**src/rtl/zqh_riscv_test_sequencer_if.sv**
```systemverilog
// rtl/zqh_riscv_test_sequencer_if.sv - run-request and per-test agent bundle for the test sequencer
interface zqh_riscv_test_sequencer_if #(
  parameter int NUM_TESTS = 8,
  parameter int IDX_W     = $clog2(NUM_TESTS + 1),
  parameter int TMO_W     = 32
);
  logic                 cfg_valid;
  logic                 cfg_ready;
  logic [NUM_TESTS-1:0] cfg_mask;
  logic [TMO_W-1:0]     cfg_timeout;
  logic                 cfg_stop_on_fail;
  logic [NUM_TESTS-1:0] test_start;
  logic [NUM_TESTS-1:0] test_done;
  logic [NUM_TESTS-1:0] test_pass;
  logic                 busy;
  logic [IDX_W-1:0]     cur_idx;
  logic                 finish;
  logic                 result_pass;
  logic                 err_no_test;
  logic [IDX_W-1:0]     pass_cnt;
  logic [IDX_W-1:0]     fail_cnt;
  logic [IDX_W-1:0]     tmo_cnt;

  modport slave (
    input  cfg_valid, cfg_mask, cfg_timeout, cfg_stop_on_fail, test_done, test_pass,
    output cfg_ready, test_start, busy, cur_idx, finish, result_pass, err_no_test,
           pass_cnt, fail_cnt, tmo_cnt
  );

  modport master (
    output cfg_valid, cfg_mask, cfg_timeout, cfg_stop_on_fail, test_done, test_pass,
    input  cfg_ready, test_start, busy, cur_idx, finish, result_pass, err_no_test,
           pass_cnt, fail_cnt, tmo_cnt
  );
endinterface

```
**src/rtl/zqh_riscv_test_sequencer.sv**
```systemverilog
// rtl/zqh_riscv_test_sequencer.sv - runs a masked set of test agents in order with timeout and result counters
module zqh_riscv_test_sequencer #(
  parameter int NUM_TESTS = 8,
  parameter int IDX_W     = $clog2(NUM_TESTS + 1),
  parameter int TMO_W     = 32
) (
  input logic                       clock,
  input logic                       reset,
  zqh_riscv_test_sequencer_if.slave bus
);
  // Channel vectors are zero-extended so idx==NUM_TESTS indexes a safe 0 bit.
  localparam int EXT_W = 1 << IDX_W;

  typedef enum logic [2:0] {IDLE, SCAN, LAUNCH, RUN, DONE} state_t;

  state_t               state, state_d;
  logic [IDX_W-1:0]     idx;
  logic [NUM_TESTS-1:0] mask_q;
  logic [TMO_W-1:0]     tmo_q;
  logic [TMO_W-1:0]     timer;
  logic                 stop_q;
  logic                 err_q;
  logic                 result_q;
  logic [IDX_W-1:0]     pass_cnt;
  logic [IDX_W-1:0]     fail_cnt;
  logic [IDX_W-1:0]     tmo_cnt;
  logic [EXT_W-1:0]     mask_ext;
  logic [EXT_W-1:0]     done_ext;
  logic [EXT_W-1:0]     pass_ext;
  logic                 at_end;
  logic                 cur_done;
  logic                 cur_pass;
  logic                 tmo_hit;
  logic                 accept;

  assign mask_ext = {{(EXT_W - NUM_TESTS){1'b0}}, mask_q};
  assign done_ext = {{(EXT_W - NUM_TESTS){1'b0}}, bus.test_done};
  assign pass_ext = {{(EXT_W - NUM_TESTS){1'b0}}, bus.test_pass};
  assign at_end   = (idx == IDX_W'(NUM_TESTS));
  assign cur_done = done_ext[idx];
  assign cur_pass = pass_ext[idx];
  assign tmo_hit  = (tmo_q != '0) && (timer == tmo_q);
  assign accept   = (state == IDLE) && bus.cfg_valid;

  always_comb begin
    state_d = state;
    case (state)
      IDLE: begin
        if (accept) state_d = (bus.cfg_mask == '0) ? DONE : SCAN;
      end
      SCAN: begin
        if (at_end)              state_d = DONE;
        else if (mask_ext[idx])  state_d = LAUNCH;
      end
      LAUNCH: state_d = RUN;
      RUN: begin
        // A completion in the same cycle as the timeout wins over the timeout.
        if (cur_done)     state_d = (!cur_pass && stop_q) ? DONE : SCAN;
        else if (tmo_hit) state_d = stop_q ? DONE : SCAN;
      end
      DONE:    state_d = IDLE;
      default: state_d = IDLE;
    endcase
  end

  always_ff @(posedge clock) begin
    if (reset) begin
      state    <= IDLE;
      idx      <= '0;
      mask_q   <= '0;
      tmo_q    <= '0;
      stop_q   <= 1'b0;
      timer    <= '0;
      pass_cnt <= '0;
      fail_cnt <= '0;
      tmo_cnt  <= '0;
      err_q    <= 1'b0;
      result_q <= 1'b0;
    end else begin
      state <= state_d;
      case (state)
        IDLE: begin
          if (accept) begin
            mask_q   <= bus.cfg_mask;
            tmo_q    <= bus.cfg_timeout;
            stop_q   <= bus.cfg_stop_on_fail;
            idx      <= '0;
            pass_cnt <= '0;
            fail_cnt <= '0;
            tmo_cnt  <= '0;
            result_q <= 1'b0;
            err_q    <= (bus.cfg_mask == '0);
          end
        end
        SCAN: begin
          if (!at_end && !mask_ext[idx]) idx <= idx + 1'b1;
        end
        // The launch cycle counts as the first elapsed cycle, so RUN cycle N sees timer==N.
        LAUNCH: timer <= TMO_W'(1);
        RUN: begin
          timer <= timer + 1'b1;
          if (cur_done) begin
            if (cur_pass) pass_cnt <= pass_cnt + 1'b1;
            else          fail_cnt <= fail_cnt + 1'b1;
          end else if (tmo_hit) begin
            fail_cnt <= fail_cnt + 1'b1;
            tmo_cnt  <= tmo_cnt + 1'b1;
          end
          if (state_d == SCAN) idx <= idx + 1'b1;
        end
        DONE: result_q <= (fail_cnt == '0) && !err_q;
        default: ;
      endcase
    end
  end

  assign bus.cfg_ready   = (state == IDLE);
  assign bus.busy        = (state != IDLE);
  assign bus.test_start  = (state == LAUNCH) ? (NUM_TESTS'(1) << idx) : '0;
  assign bus.finish      = (state == DONE);
  assign bus.result_pass = (state == DONE) ? ((fail_cnt == '0) && !err_q) : result_q;
  assign bus.err_no_test = err_q;
  assign bus.cur_idx     = idx;
  assign bus.pass_cnt    = pass_cnt;
  assign bus.fail_cnt    = fail_cnt;
  assign bus.tmo_cnt     = tmo_cnt;
endmodule

```
**src/flat_wrapper.sv**
```systemverilog
// flat-port wrapper written by rule: the top's interface ports become plain ports
module zqh_riscv_test_sequencer_flat 
#(
  parameter int NUM_TESTS = 8,
  parameter int IDX_W     = $clog2(NUM_TESTS + 1),
  parameter int TMO_W     = 32
)
  (clock, reset, bus_cfg_valid, bus_cfg_mask, bus_cfg_timeout, bus_cfg_stop_on_fail, bus_test_done, bus_test_pass, bus_cfg_ready, bus_test_start, bus_busy, bus_cur_idx, bus_finish, bus_result_pass, bus_err_no_test, bus_pass_cnt, bus_fail_cnt, bus_tmo_cnt);
  zqh_riscv_test_sequencer_if #(.NUM_TESTS(NUM_TESTS), .IDX_W(IDX_W), .TMO_W(TMO_W)) bus_i ();
  input logic clock;
  input logic reset;
  input wire logic [$bits(bus_i.cfg_valid)-1:0] bus_cfg_valid;
  input wire logic [$bits(bus_i.cfg_mask)-1:0] bus_cfg_mask;
  input wire logic [$bits(bus_i.cfg_timeout)-1:0] bus_cfg_timeout;
  input wire logic [$bits(bus_i.cfg_stop_on_fail)-1:0] bus_cfg_stop_on_fail;
  input wire logic [$bits(bus_i.test_done)-1:0] bus_test_done;
  input wire logic [$bits(bus_i.test_pass)-1:0] bus_test_pass;
  output wire logic [$bits(bus_i.cfg_ready)-1:0] bus_cfg_ready;
  output wire logic [$bits(bus_i.test_start)-1:0] bus_test_start;
  output wire logic [$bits(bus_i.busy)-1:0] bus_busy;
  output wire logic [$bits(bus_i.cur_idx)-1:0] bus_cur_idx;
  output wire logic [$bits(bus_i.finish)-1:0] bus_finish;
  output wire logic [$bits(bus_i.result_pass)-1:0] bus_result_pass;
  output wire logic [$bits(bus_i.err_no_test)-1:0] bus_err_no_test;
  output wire logic [$bits(bus_i.pass_cnt)-1:0] bus_pass_cnt;
  output wire logic [$bits(bus_i.fail_cnt)-1:0] bus_fail_cnt;
  output wire logic [$bits(bus_i.tmo_cnt)-1:0] bus_tmo_cnt;
  assign bus_i.cfg_valid = bus_cfg_valid;
  assign bus_i.cfg_mask = bus_cfg_mask;
  assign bus_i.cfg_timeout = bus_cfg_timeout;
  assign bus_i.cfg_stop_on_fail = bus_cfg_stop_on_fail;
  assign bus_i.test_done = bus_test_done;
  assign bus_i.test_pass = bus_test_pass;
  assign bus_cfg_ready = bus_i.cfg_ready;
  assign bus_test_start = bus_i.test_start;
  assign bus_busy = bus_i.busy;
  assign bus_cur_idx = bus_i.cur_idx;
  assign bus_finish = bus_i.finish;
  assign bus_result_pass = bus_i.result_pass;
  assign bus_err_no_test = bus_i.err_no_test;
  assign bus_pass_cnt = bus_i.pass_cnt;
  assign bus_fail_cnt = bus_i.fail_cnt;
  assign bus_tmo_cnt = bus_i.tmo_cnt;
  zqh_riscv_test_sequencer #(.NUM_TESTS(NUM_TESTS), .IDX_W(IDX_W), .TMO_W(TMO_W)) u_core (.clock(clock), .reset(reset), .bus(bus_i));
endmodule
```
**config.mk**
```make
export PLATFORM = sky130hd
export DESIGN_NAME = zqh_riscv_test_sequencer_flat
export DESIGN_NICKNAME = d
export VERILOG_FILES = /design/src/rtl/zqh_riscv_test_sequencer_if.sv /design/src/rtl/zqh_riscv_test_sequencer.sv /design/src/flat_wrapper.sv
export SDC_FILE = /design/constraint.sdc
export NUM_CORES = 1
export LEC_CHECK = 0
export BUFFER_PORTS_ARGS = -buffer_cell sky130_fd_sc_hd__clkbuf_2
export CAP_MARGIN = 25
export CELL_PAD_IN_SITES_DETAIL_PLACEMENT = 1
export CELL_PAD_IN_SITES_GLOBAL_PLACEMENT = 2
export CORE_MARGIN = 2
export CORE_UTILIZATION = 35
export DETAILED_ROUTE_END_ITERATION = 16
export PLACE_DENSITY_LB_ADDON = 0.1
export SETUP_SLACK_MARGIN = 0.15
export SLEW_MARGIN = 10
export SYNTH_ARGS = -nofsm -noshare
export SYNTH_HDL_FRONTEND = slang
export SYNTH_SLANG_ARGS = --single-unit
```
**constraint.sdc**
```tcl
create_clock -name clock -period 4.9 [get_ports clock]
set_clock_uncertainty 0.05 [all_clocks]
set_input_delay 0.245 -clock clock [delete_from_list [all_inputs] [get_ports clock]]
set_output_delay 0.245 -clock clock [all_outputs]
set_load 0.01 [all_outputs]
```
# Word-level counts from Yosys, hierarchy flattened
# Cells that the tools add are included.
# op_classes
magnitude_cmp	1
n_shift	1
n_reduce_logical	24
add_sub_neg	5
muxes	34
n_eq_ne	16
# op_table
op	count
case mux 32 bit (2 select lines)	1
2-to-1 mux 4 bit	10
adder 32 x 1 -> 32 bit (second input constant)	1
== test 32 bit	1
nonzero test 32 bit	1
2-to-1 mux 3 bit	8
case mux 4 bit (2 select lines)	3
adder 4 x 1 -> 4 bit (second input constant)	4
AND reduction 4 bit	4
binary-select mux 1 bit (select 4 bit)	3
inequality test 2 x 1 -> 1 bit (second input constant)	6
case mux 3 bit (4 select lines)	1
case mux 4 bit (3 select lines)	1
zero test 8 bit	1
2-to-1 mux 8 bit	1
<< shifter 1 x 4 -> 8 bit (first input constant)	1
== test 3 x 1 -> 1 bit (second input constant)	2
== test 3 x 2 -> 1 bit (second input constant)	2
nonzero test 2 bit	3
nonzero test 3 bit	2
logical AND 1 bit	5
less-than comparator 4 x 5 -> 1 bit (second input constant)	1
2-to-1 mux 1 bit	5
== test 4 bit (second input constant)	1
other kinds (9)	13
# totals
regBits	94
elab_cells	92
input_bits	60

# Longest topological paths before layout
# Gate-level depths: netlist of run 1.
# depth
word_depth	10
mapped_depth	9
ltp_nobuf	8

# Worst setup path before layout of run 1
# No wires, ideal clock.
# synth_path
kind	reg-to-reg
start	reg u_core.idx[0], in the netlist u_core.bus.cur_idx[0]
end	reg u_core.tmo_cnt[3], in the netlist u_core.bus.tmo_cnt[3]
path_slack_ps	2592
path_stages_with_launch	9
t_required_ps	4780
period_less_slack_ps	2308
arrival_ps	2188
cell_sequence	dfxtp_1 -> buf_6 -> mux4_2 -> mux2i_4 -> o21ai_2 -> nor4b_4 -> nor2_2 -> or3_1 -> a21oi_1
# synth_via
elab_chain_len	4
# synth_rtl
item	line_no	text
start: declaration	zqh_riscv_test_sequencer.sv:17	logic [IDX_W-1:0] idx;
start signal: assignment	zqh_riscv_test_sequencer.sv:96	if (!at_end && !mask_ext[idx]) idx <= idx + 1'b1;
start signal: assignment	zqh_riscv_test_sequencer.sv:109	if (state_d == SCAN) idx <= idx + 1'b1;
binary-select mux 1 bit (select 4 bit)	zqh_riscv_test_sequencer.sv:40	assign cur_done = done_ext[idx];
2-to-1 mux 1 bit (not written as such)	zqh_riscv_test_sequencer.sv:40	
inequality test 2 bit (no line)	--	
AND reduction 4 bit (no line)	--	
end signal: assignment	zqh_riscv_test_sequencer.sv:107	tmo_cnt <= tmo_cnt + 1'b1;
end: declaration	zqh_riscv_test_sequencer.sv:26	logic [IDX_W-1:0] tmo_cnt;
# No other way between the ends. The select of a mux whose other input is x is not followed.
# A chain may end at the register's enable or synchronous reset.

# Worst setup path after layout of run 1
# layout_path
start	reg u_core.state[1]
end	reg u_core.timer[31]
# layout_via
elab_chain_len	2
elab_cells_between_ends	4
cone_classes	eq/ne: 2; mux: 1; reduce/logical: 1
# layout_rtl
item	line_no	text
start: declaration	zqh_riscv_test_sequencer.sv:16	state_t state, state_d;
start signal: assignment	zqh_riscv_test_sequencer.sv:80	state <= state_d;
== test 3 x 2 -> 1 bit	zqh_riscv_test_sequencer.sv:81	case (state)
case mux 32 bit (2 select lines) / nonzero test 2 bit (equally long branches)	--	
end signal: assignment	zqh_riscv_test_sequencer.sv:101	timer <= timer + 1'b1;
end: declaration	zqh_riscv_test_sequencer.sv:20	logic [TMO_W-1:0] timer;
# Several ways; a longest one is shown, not always the timed one.

==> qor.txt, run 1 <==
Max FO, Critical Path = 14
Core area = 0.01372 mm^2
Async set-reset flop share out of synthesis = 0%
Synth cell types = 55
Layout cell share with drive strength beyond 1 = 19.67%
Post-Synth XOR/XNOR Area = 6.491%
CTS resizes = 0
Detail Placement HPWL = 10,200 um
Top FF cell, synth = dfxtp_1
CTS Root Cell = clkbuf_16
Drc violations = 0
Iteration-0 DRC count of the detailed router = 200
Initial Util = 35.40%
Largest family of logic cells by synthesized area = simple AND/OR/NAND/NOR gates
Fmax = 318.3 MHz
Net count after synthesis = 668
Hold Path Class = input port to flip-flop
Mean post-synth cell area = 8.136 um^2
Post-Synth Adder-Cell Area = 2.834%
Storage cell area = 0.001882 mm^2
Dominant cell type by area after synthesis = dfxtp_1
Synth Area in Compound Gates = 13.78%
Slew margin rel. = 36.05%
Fin. max-slew vios = 0
Routed WL = 14,030 um
Synth Area in Simple Gates = 27.87%
Depth of the CTS H-tree = 3
Placement Cell Area = 0.005403 mm^2
Antenna viol nets, final = 0
Share of the synthesized area in the top cell type = 38.74%
Die ar. = 0.01484 mm^2
Pwr dens = 303.7 mW/mm^2
Hold Violations, Final = 0
Most instantiated library cell after synthesis = nand2_1
Clock buffer depth = 2
CP Capture Type = flip-flop
Number of synthesized register bits = 94
Clock Sinks = 94
Via Count = 4,504
Tot GR Track Use = 19.66%
Sequential area share after synthesis = 38.74%
Synth top cells by count = nand2_1 (116), dfxtp_1 (94), a21oi_1 (59)
Die Ht = 121.8 um
Crit path kind = flip-flop to flip-flop
Placed Cells = 834
Final net count = 738
Crit share post-route = 64.12%
Finished Cell Area = 0.005738 mm^2
Routed wire length per instance = 16.48 um
Req. time, crit path = 5.14 ns
Max-Cap Viols = 0
Vias per cell = 5.293
Worst-Skew Late Latency = 0.35 ns
Top cells by area, synth = dfxtp_1 (39%), nand2_1 (9.0%), xor2_1 (6.3%)
First-pass GRT wire length = 22,940 um
Unrepaired setup endpoints after global routing = no
Area occupied by multi-input gates = 0.002788 mm^2
Cell Rows = 43
Reg2Reg Setup Slack = 1.76 ns
Synth warn = 0
Pin count of the biggest net entering global routing = 49
CTS tree = done
Worst-margin pin slew = 0.9593 ns
Port buffer count = 88
Final min period = 3.142 ns
Post-synthesis mux area share = 6.388%
Diode count = 0
Area Overhead vs Synth = 18.13%
Post-route non-filler standard cell count = 851
# hold bufs at CTS = 0
Drt pass-1 iters = 4
Worst setup SP type = flip-flop
Synthesized instance count = 597
Setup bufs post-CTS = 0
Initial antenna violation count = 0
Place WS = 1.761 ns
P_leak = 2.370 nW
Power Total = 1.742 mW
Status = finished, final reports clean
Synth Cell Area = 0.004857 mm^2
FILL cells = 1,676
Congestion Overflow GR = 0
Vias in the first global route = 4,487
# setup viols final = 0
Post-synth EDFFs = 0
Clock-pin slew on the worst setup and hold paths = 0.06 ns
I/O pin count = 89
Peak VDD IR = 0.2033 mV
Die W = 121.8 um
GPL Wtd Cong = 0.8127
TritonCTS Buffers = 9
Final TNS setup = 0 ns
Final WS setup = 1.758 ns
WP data arrival = 3.38 ns
routing by layer:
metal / up-vias / wire length (um) / track usage, %
met2: 72 / 6654 / 33.73
met1: 2182 / 6678 / 25.18
li1: 2233 / - / -
met3: 17 / 441 / 2.528
met4: 0 / 254 / 7.399
met5: - / 0 / 0
layout by cell type, fill, tap and decap left out, types with 3 or more instances in the layout:
cell and count:
mux2i_1 4, o211ai_1 6, clkbuf_16 9, nand3b_1 4, nand4_1 11, o31ai_1 3, nor2_1 40, clkbuf_8 4
dfxtp_1 94, nor3_1 12, or3_1 8, and2_1 10, inv_1 14, ha_1 11, a21oi_1 59, nand2_1 116
nor3b_1 4, nand3_1 30, mux4_2 5, and4_1 6, mux2_2 12, o21ai_0 13, clkbuf_2 88, o21a_1 8
nor4_1 19, and3_1 8, xor2_1 35, o211a_1 3
worst paths after layout:
| kind | end | startpoint | cells after the start |
|---|---|---|---|
| min reg2reg | u_core.mask_q[1] | u_core.mask_q[1] | 2 |
| max | u_core.timer[31] | u_core.state[1] | 7 |
| max reg2reg | u_core.timer[31] | u_core.state[1] | 7 |
| min | u_core.tmo_q[19] | bus_cfg_timeout[19] | 3 |
where the power goes:
group | switching, mW | internal (mW) | total [mW]
Combinational | 0.139 | 0.0904 | 0.229
Clock | 0.287 | 0.398 | 0.685
Sequential | 0.0345 | 0.794 | 0.828
Total | 0.461 | 1.28 | 1.74
worst max-delay path, stage by stage, from the launching register on:
cell and delay [ns]:
dfxtp_1 0.57, and3b_1 0.56, nand4_1 0.31, nor2_1 0.42
nand3_1 0.40, nor3_1 0.32, mux2_2 0.36, nor2_1 0.08
cell type report:
| cell class | count | share of cell area (%) |
|---|---|---|
| multi-input combinational | 456 | 48.58 |
| sequential | 94 | 32.80 |
| timing repair buffer | 92 | 8.766 |
| clock buffer | 15 | 5.015 |
| tap | 180 | 3.925 |
| inverter | 14 | 0.9158 |
through the flow:
step	hold WS (ns)	util (%)
2_1_floorplan	0.3310	-
3_3_place_gp	0.3980	39.38
3_5_place_dp	0.4036	39.38
4_1_cts	0.05316	41.48
5_1_grt	0.07033	41.82
6_report	0.06565	41.82
flip-flops by register name (all words and copies together), names as in the netlist:
name,flops
u_core.bus.cur_idx,4
u_core.state,3
u_core.result_q,1
u_core.tmo_q,32
u_core.mask_q,8
u_core.stop_q,1
u_core.timer,32
u_core.bus.err_no_test,1
u_core.bus.fail_cnt,4
u_core.bus.pass_cnt,4
u_core.bus.tmo_cnt,4
kinds of logic after synthesis:
logic type,after synthesis
xor+xnor,36
flops,94
mux,22
buf+inv,47
fa+ha+maj,11
compound gates,109
simple gates,278
Power figures use the tool's default switching activity.
==> inputs of run 2 (changes only) <==
Settings changed: CORE_UTILIZATION 35 to 33.
Clock period 4.9 ns to 3.21 ns, I/O delays scaled along.
==> run 2 against run 1 <==
Net effect:
- design area up 7.7%
- register-to-register slack worse by 1.2 ns
- maximum frequency up 18%
- count of clock-buffer cells in the layout down 3
- sequential power up 53%
- via count up 3.6%
- critical path depth unchanged
- highest routed layer unchanged
- clock power up 71%
- final cell count up 5.9%
- sequential cell count unchanged
==> qor.txt, run 2 (synthesis gave the netlist of run 1 again) <==
Peak VDD IR = 0.2575 mV
Pin count of the biggest net entering global routing = 64
Area Overhead vs Synth = 27.25%
Pwr dens = 456.4 mW/mm^2
Core area = 0.01448 mm^2
Util after Layout = 42.69%
Hold Path Class = input port to flip-flop
Worst flop-to-flop path endpoint = u_core.bus.cur_idx[3]
Vias in the first global route = 4,835
Hold Slack = 0.01586 ns
Layout cell share with drive strength beyond 1 = 19.53%
Worst r2r src = u_core.bus.cur_idx[0]
CTS tree = done
Initial Util = 33.55%
Antenna viol nets, final = 0
Clock-pin slew on the worst setup and hold paths = 0.07 ns
Place WS = 0.5395 ns
Final net count = 783
Initial antenna violation count = 0
Detail Placement HPWL = 10,560 um
Drc violations = 0
CTS Root Cell = clkbuf_16
Max incr delay on CP = 0.60 ns
Final WS setup = 0.5439 ns
HP Start = bus_cfg_mask[7]
Diode count = 0
Worst Path Buf+Inv = 0
Req. time, crit path = 3.40 ns
Finished Cell Area = 0.006181 mm^2
Hold Violations, Final = 0
CP max stage cell = mux4_2
Max FO, Critical Path = 11
Vias per cell = 5.179
I/O pin count = 89
CP Capture Type = flip-flop
Final min period = 2.666 ns
Crit share post-route = 83.06%
Routed wire length per instance = 16.22 um
Status = finished, final reports clean
Placement Cell Area = 0.005494 mm^2
Worst-margin pin slew = 0.5693 ns
Via Count = 4,666
Worst-Skew Late Latency = 0.35 ns
Fin. max-slew vios = 0
Die Ht = 125.3 um
GPL Wtd Cong = 0.7987
Reg2Reg Setup Slack = 0.54 ns
Post-route non-filler standard cell count = 901
Fmax = 375.1 MHz
Critical Path, Cell by Cell = mux4_2, mux2i_4, o21ai_2, a31oi_2, nor3_2, and2_1, a32o_1
Congestion Overflow GR = 0
Reg2reg path depth = 7
TritonCTS Buffers = 9
Clock Sinks = 94
Drt pass-1 iters = 4
Die W = 125.3 um
Commonest non-fill, non-tap cell in the layout = nand2_1
First-pass GRT wire length = 24,340 um
Routed WL = 14,620 um
Crit path kind = flip-flop to flip-flop
Port buffer count = 88
Hold-critical path depth = 3
Placed Cells = 848
Slew margin rel. = 61.75%
WP data arrival = 2.85 ns
Power Total = 2.821 mW
Biggest regs = u_core.timer (32), u_core.tmo_q (32), u_core.mask_q (8)
Die ar. = 0.01571 mm^2
Setup bufs post-CTS = 0
Worst setup SP type = flip-flop
Final TNS setup = 0 ns
Family with the most delay on the worst path = multiplexers
Max-Cap Viols = 0
Most frequent cells in the layout = nand2_1 (116), dfxtp_1 (94), clkbuf_2 (88)
P_leak = 2.569 nW
Cell Rows = 44
Hold EP = u_core.mask_q[7]
Clock buffer depth = 2
Unrepaired setup endpoints after global routing = no
Depth of the CTS H-tree = 3
# setup viols final = 0
Iteration-0 DRC count of the detailed router = 140
Tot GR Track Use = 19.29%
## run 2: changes by cell type in the layout (fill, tap and decap cells not counted), sizes merged
cell and delta:
buf +8, bufinv +2, clkbuf -3, clkinv +2
dlygate4sd3 +37
## run 2: what timing repair did
item | in CTS | in global routing
gates resized for setup | 0 | 0
hold endpoints to repair | 37 | 0
hold buffers | 37 | 0
## run 2: worst max-delay path by stage
stage               cells after the start                   from                     to
global placement                        7  u_core.bus.cur_idx[0]  u_core.bus.cur_idx[3]
floorplan                               8  u_core.bus.cur_idx[0]  u_core.bus.tmo_cnt[3]
detailed placement                      7  u_core.bus.cur_idx[0]  u_core.bus.cur_idx[3]
global route                            7        u_core.state[1]       u_core.timer[24]
CTS                                     7  u_core.bus.cur_idx[0]  u_core.bus.cur_idx[3]
finish                                  7  u_core.bus.cur_idx[0]  u_core.bus.cur_idx[3]
## run 2: power breakdown
| part | switching (mW) | internal, mW | total [mW] |
|---|---|---|---|
| clock network | 0.465 | 0.702 | 1.17 |
| registers | 0.0541 | 1.21 | 1.27 |
| logic | 0.219 | 0.169 | 0.388 |
| total | 0.739 | 2.08 | 2.82 |
## run 2: layer usage
metal  global-route usage, %  up-vias  routed length, um
met1                   23.83     2257               6672
met5                       0        -                  0
met3                   3.680       11                439
li1                        -     2328                  -
met2                   34.53       70               7332
met4                   4.902        0                170
## run 2: worst register-to-register path: cells and delay by family, from the launching register on
kind,cells,cell delay (ns)
AOI/OAI and AO/OA,3,0.74
DFF,1,0.58
muxes,2,0.86
and+or+nand+nor,2,0.33
## run 2: area by class of cell
cell class / count / area [um^2]
timing repair buffer: 137 / 913.4
clock buffer: 12 / 246.5
tap: 184 / 230.2
fill: 1755 / 8298
inverter: 14 / 52.55
multi-input combinational: 456 / 2786
sequential: 94 / 1882
clock inverter: 4 / 70.07
==> inputs of run 3 (changes only) <==
Settings changed: CORE_UTILIZATION 33 to 29.
Clock period 3.21 ns to 2.3 ns, I/O delays scaled along.
==> run 3 against run 2 <==
Net effect:
- clock power increased by 53%
- sequential share of layout area decreased by 3.3 points
- via count increased by 5.1%
- power increased by 50%
- maximum frequency increased by 19%
- largest power group is now clock
==> qor.txt, run 3 (synthesis gave the netlist of run 1 again) <==
Pin count of the biggest net entering global routing = 44
Internal = 3.147 mW
Worst-margin pin slew = 0.5235 ns
CP Capture Type = flip-flop
Crit path kind = flip-flop to flip-flop
CTS Root Cell = clkbuf_16
FILL cells = 1,950
I/O pin count = 89
Flop pwr share = 41.3%
Congestion Overflow GR = 0
Die Ht = 133.4 um
Unrepaired setup endpoints after global routing = yes
Hold Path Class = input port to flip-flop
Max FO, Critical Path = 4
Hold Violations, Final = 0
Req. time, crit path = 2.54 ns
P_leak = 2.938 nW
# setup viols final = 0
Iteration-0 DRC count of the detailed router = 116
GPL Wtd Cong = 0.8438
Drt pass-1 iters = 5
CTS tree = done
TritonCTS Buffers = 9
Layout cell share with drive strength beyond 1 = 32.47%
Hold Slack = 0.2235 ns
Clk pwr share = 42.2%
Crit share post-route = 97.52%
Routed wire length per instance = 16.65 um
Most frequent cells in the layout = nand2_1 (115), clkbuf_2 (88), dfxtp_1 (80)
Port buffer count = 88
Initial antenna violation count = 0
Switching Share = 25.85%
Final TNS setup = 0 ns
WP data arrival = 2.49 ns
Via Count = 4,903
Util after Layout = 42.71%
Pwr dens = 603.6 mW/mm^2
Comb pwr share = 16.5%
Fin. max-slew vios = 0
Clock Sinks = 94
Peak VDD IR = 0.3466 mV
Area Overhead vs Synth = 44.77%
Final net count = 836
Tot GR Track Use = 18.47%
Detail Placement HPWL = 11,980 um
Fmax = 445.9 MHz
Vias in the first global route = 4,912
Worst setup SP type = flip-flop
Vias per cell = 4.953
Clock buffer depth = 2
Diode count = 0
Routed WL = 16,480 um
Final min period = 2.243 ns
Initial Util = 29.50%
Commonest non-fill, non-tap cell in the layout = nand2_1
Antenna viol nets, final = 0
Clock-pin slew on the worst setup and hold paths = 0.07 ns
Status = finished, final reports clean
Slew margin rel. = 65.05%
Net Switching = 1.097 mW
Cell Rows = 47
Worst-Skew Late Latency = 0.35 ns
Drc violations = 0
First-pass GRT wire length = 25,800 um
Depth of the CTS H-tree = 3
Biggest regs = u_core.timer (32), u_core.tmo_q (32), u_core.mask_q (8)
Max-Cap Viols = 0
Core area = 0.01647 mm^2
Die ar. = 0.01780 mm^2
Die W = 133.4 um
[run 3: cell types whose count changed in the layout (fill, tap and decap cells not counted), moves of 4 or more]
cell           change
and4_1             -4
buf_4             +42
buf_6              +7
dfxtp_1           -14
dfxtp_2           +11
dlygate4sd3_1      +4
nor2_1             -4
nor3_1             -4
nor4_1            -14
nor4_2            +12
[run 3: power by group through the flow]
stage	Combinational, mW	Sequential (mW)	Clock (mW)
floorplan	0.337	1.77	0
global placement	0.565	1.78	0
detailed placement	0.574	1.79	0
CTS	0.651	1.75	1.84
global route	0.775	1.76	1.92
finish	0.699	1.75	1.79
[run 3: area by class of cell]
class	count	area (um^2)	share of cell area [%]
multi-input combinational	456	3092	43.97
sequential	94	1907	27.12
timing repair buffer	190	1348	19.16
tap	220	275.3	3.915
clock buffer	11	254.0	3.612
clock inverter	5	103.9	1.477
inverter	14	52.55	0.7473
[run 3: metrics by stage]
stage / instance area (um^2) / instances / worst slack, ns / power, mW
detailed placement: 5837 / 923 / -0.04310 / 2.359
finish: 7032 / 990 / 0.05715 / 4.244
floorplan: 4865 / 597 / 0.07687 / 2.106
global route: 7032 / 990 / -0.06229 / 4.453
global placement: 5837 / 923 / -0.0008751 / 2.348
CTS: 6699 / 982 / 0.01645 / 4.241
[run 3: metal layers]
metal	up-vias	part of all wire (%)	wire, um	GRT usage, %
li1	2429	-	-	-
met1	2377	45	7473	23.03
met2	79	50	8271	32.36
met3	18	2.8	466	3.387
met4	0	1.6	269	5.733
met5	-	0	0	0
[run 3: worst paths after layout]
check                        startpoint                      to  cells after the start  slack, ns
hold / removal            bus_cfg_valid        u_core.mask_q[4]                      4       0.22
setup reg to reg  u_core.bus.cur_idx[0]  u_core.bus.fail_cnt[0]                      8       0.06
hold reg to reg        u_core.mask_q[7]        u_core.mask_q[7]                      2       0.41
setup / recovery  u_core.bus.cur_idx[0]  u_core.bus.fail_cnt[0]                      8       0.06
[run 3: what timing repair did]
item	CTS	global route
resized for setup	20	66
pin swaps	7	22
buffers inserted	2	8
hold endpoints to repair	41	0
setup endpoints to repair	34	37
hold buffers	41	0
[run 3: worst max-delay path, cell delays in order (launching register included)]
cell and delay, ns:
dfxtp_4 0.36, mux4_2 0.52, mux2i_4 0.24, buf_6 0.14, nor4_4 0.04, buf_6 0.15
or3_4 0.34, mux2_4 0.27, nor2_1 0.07
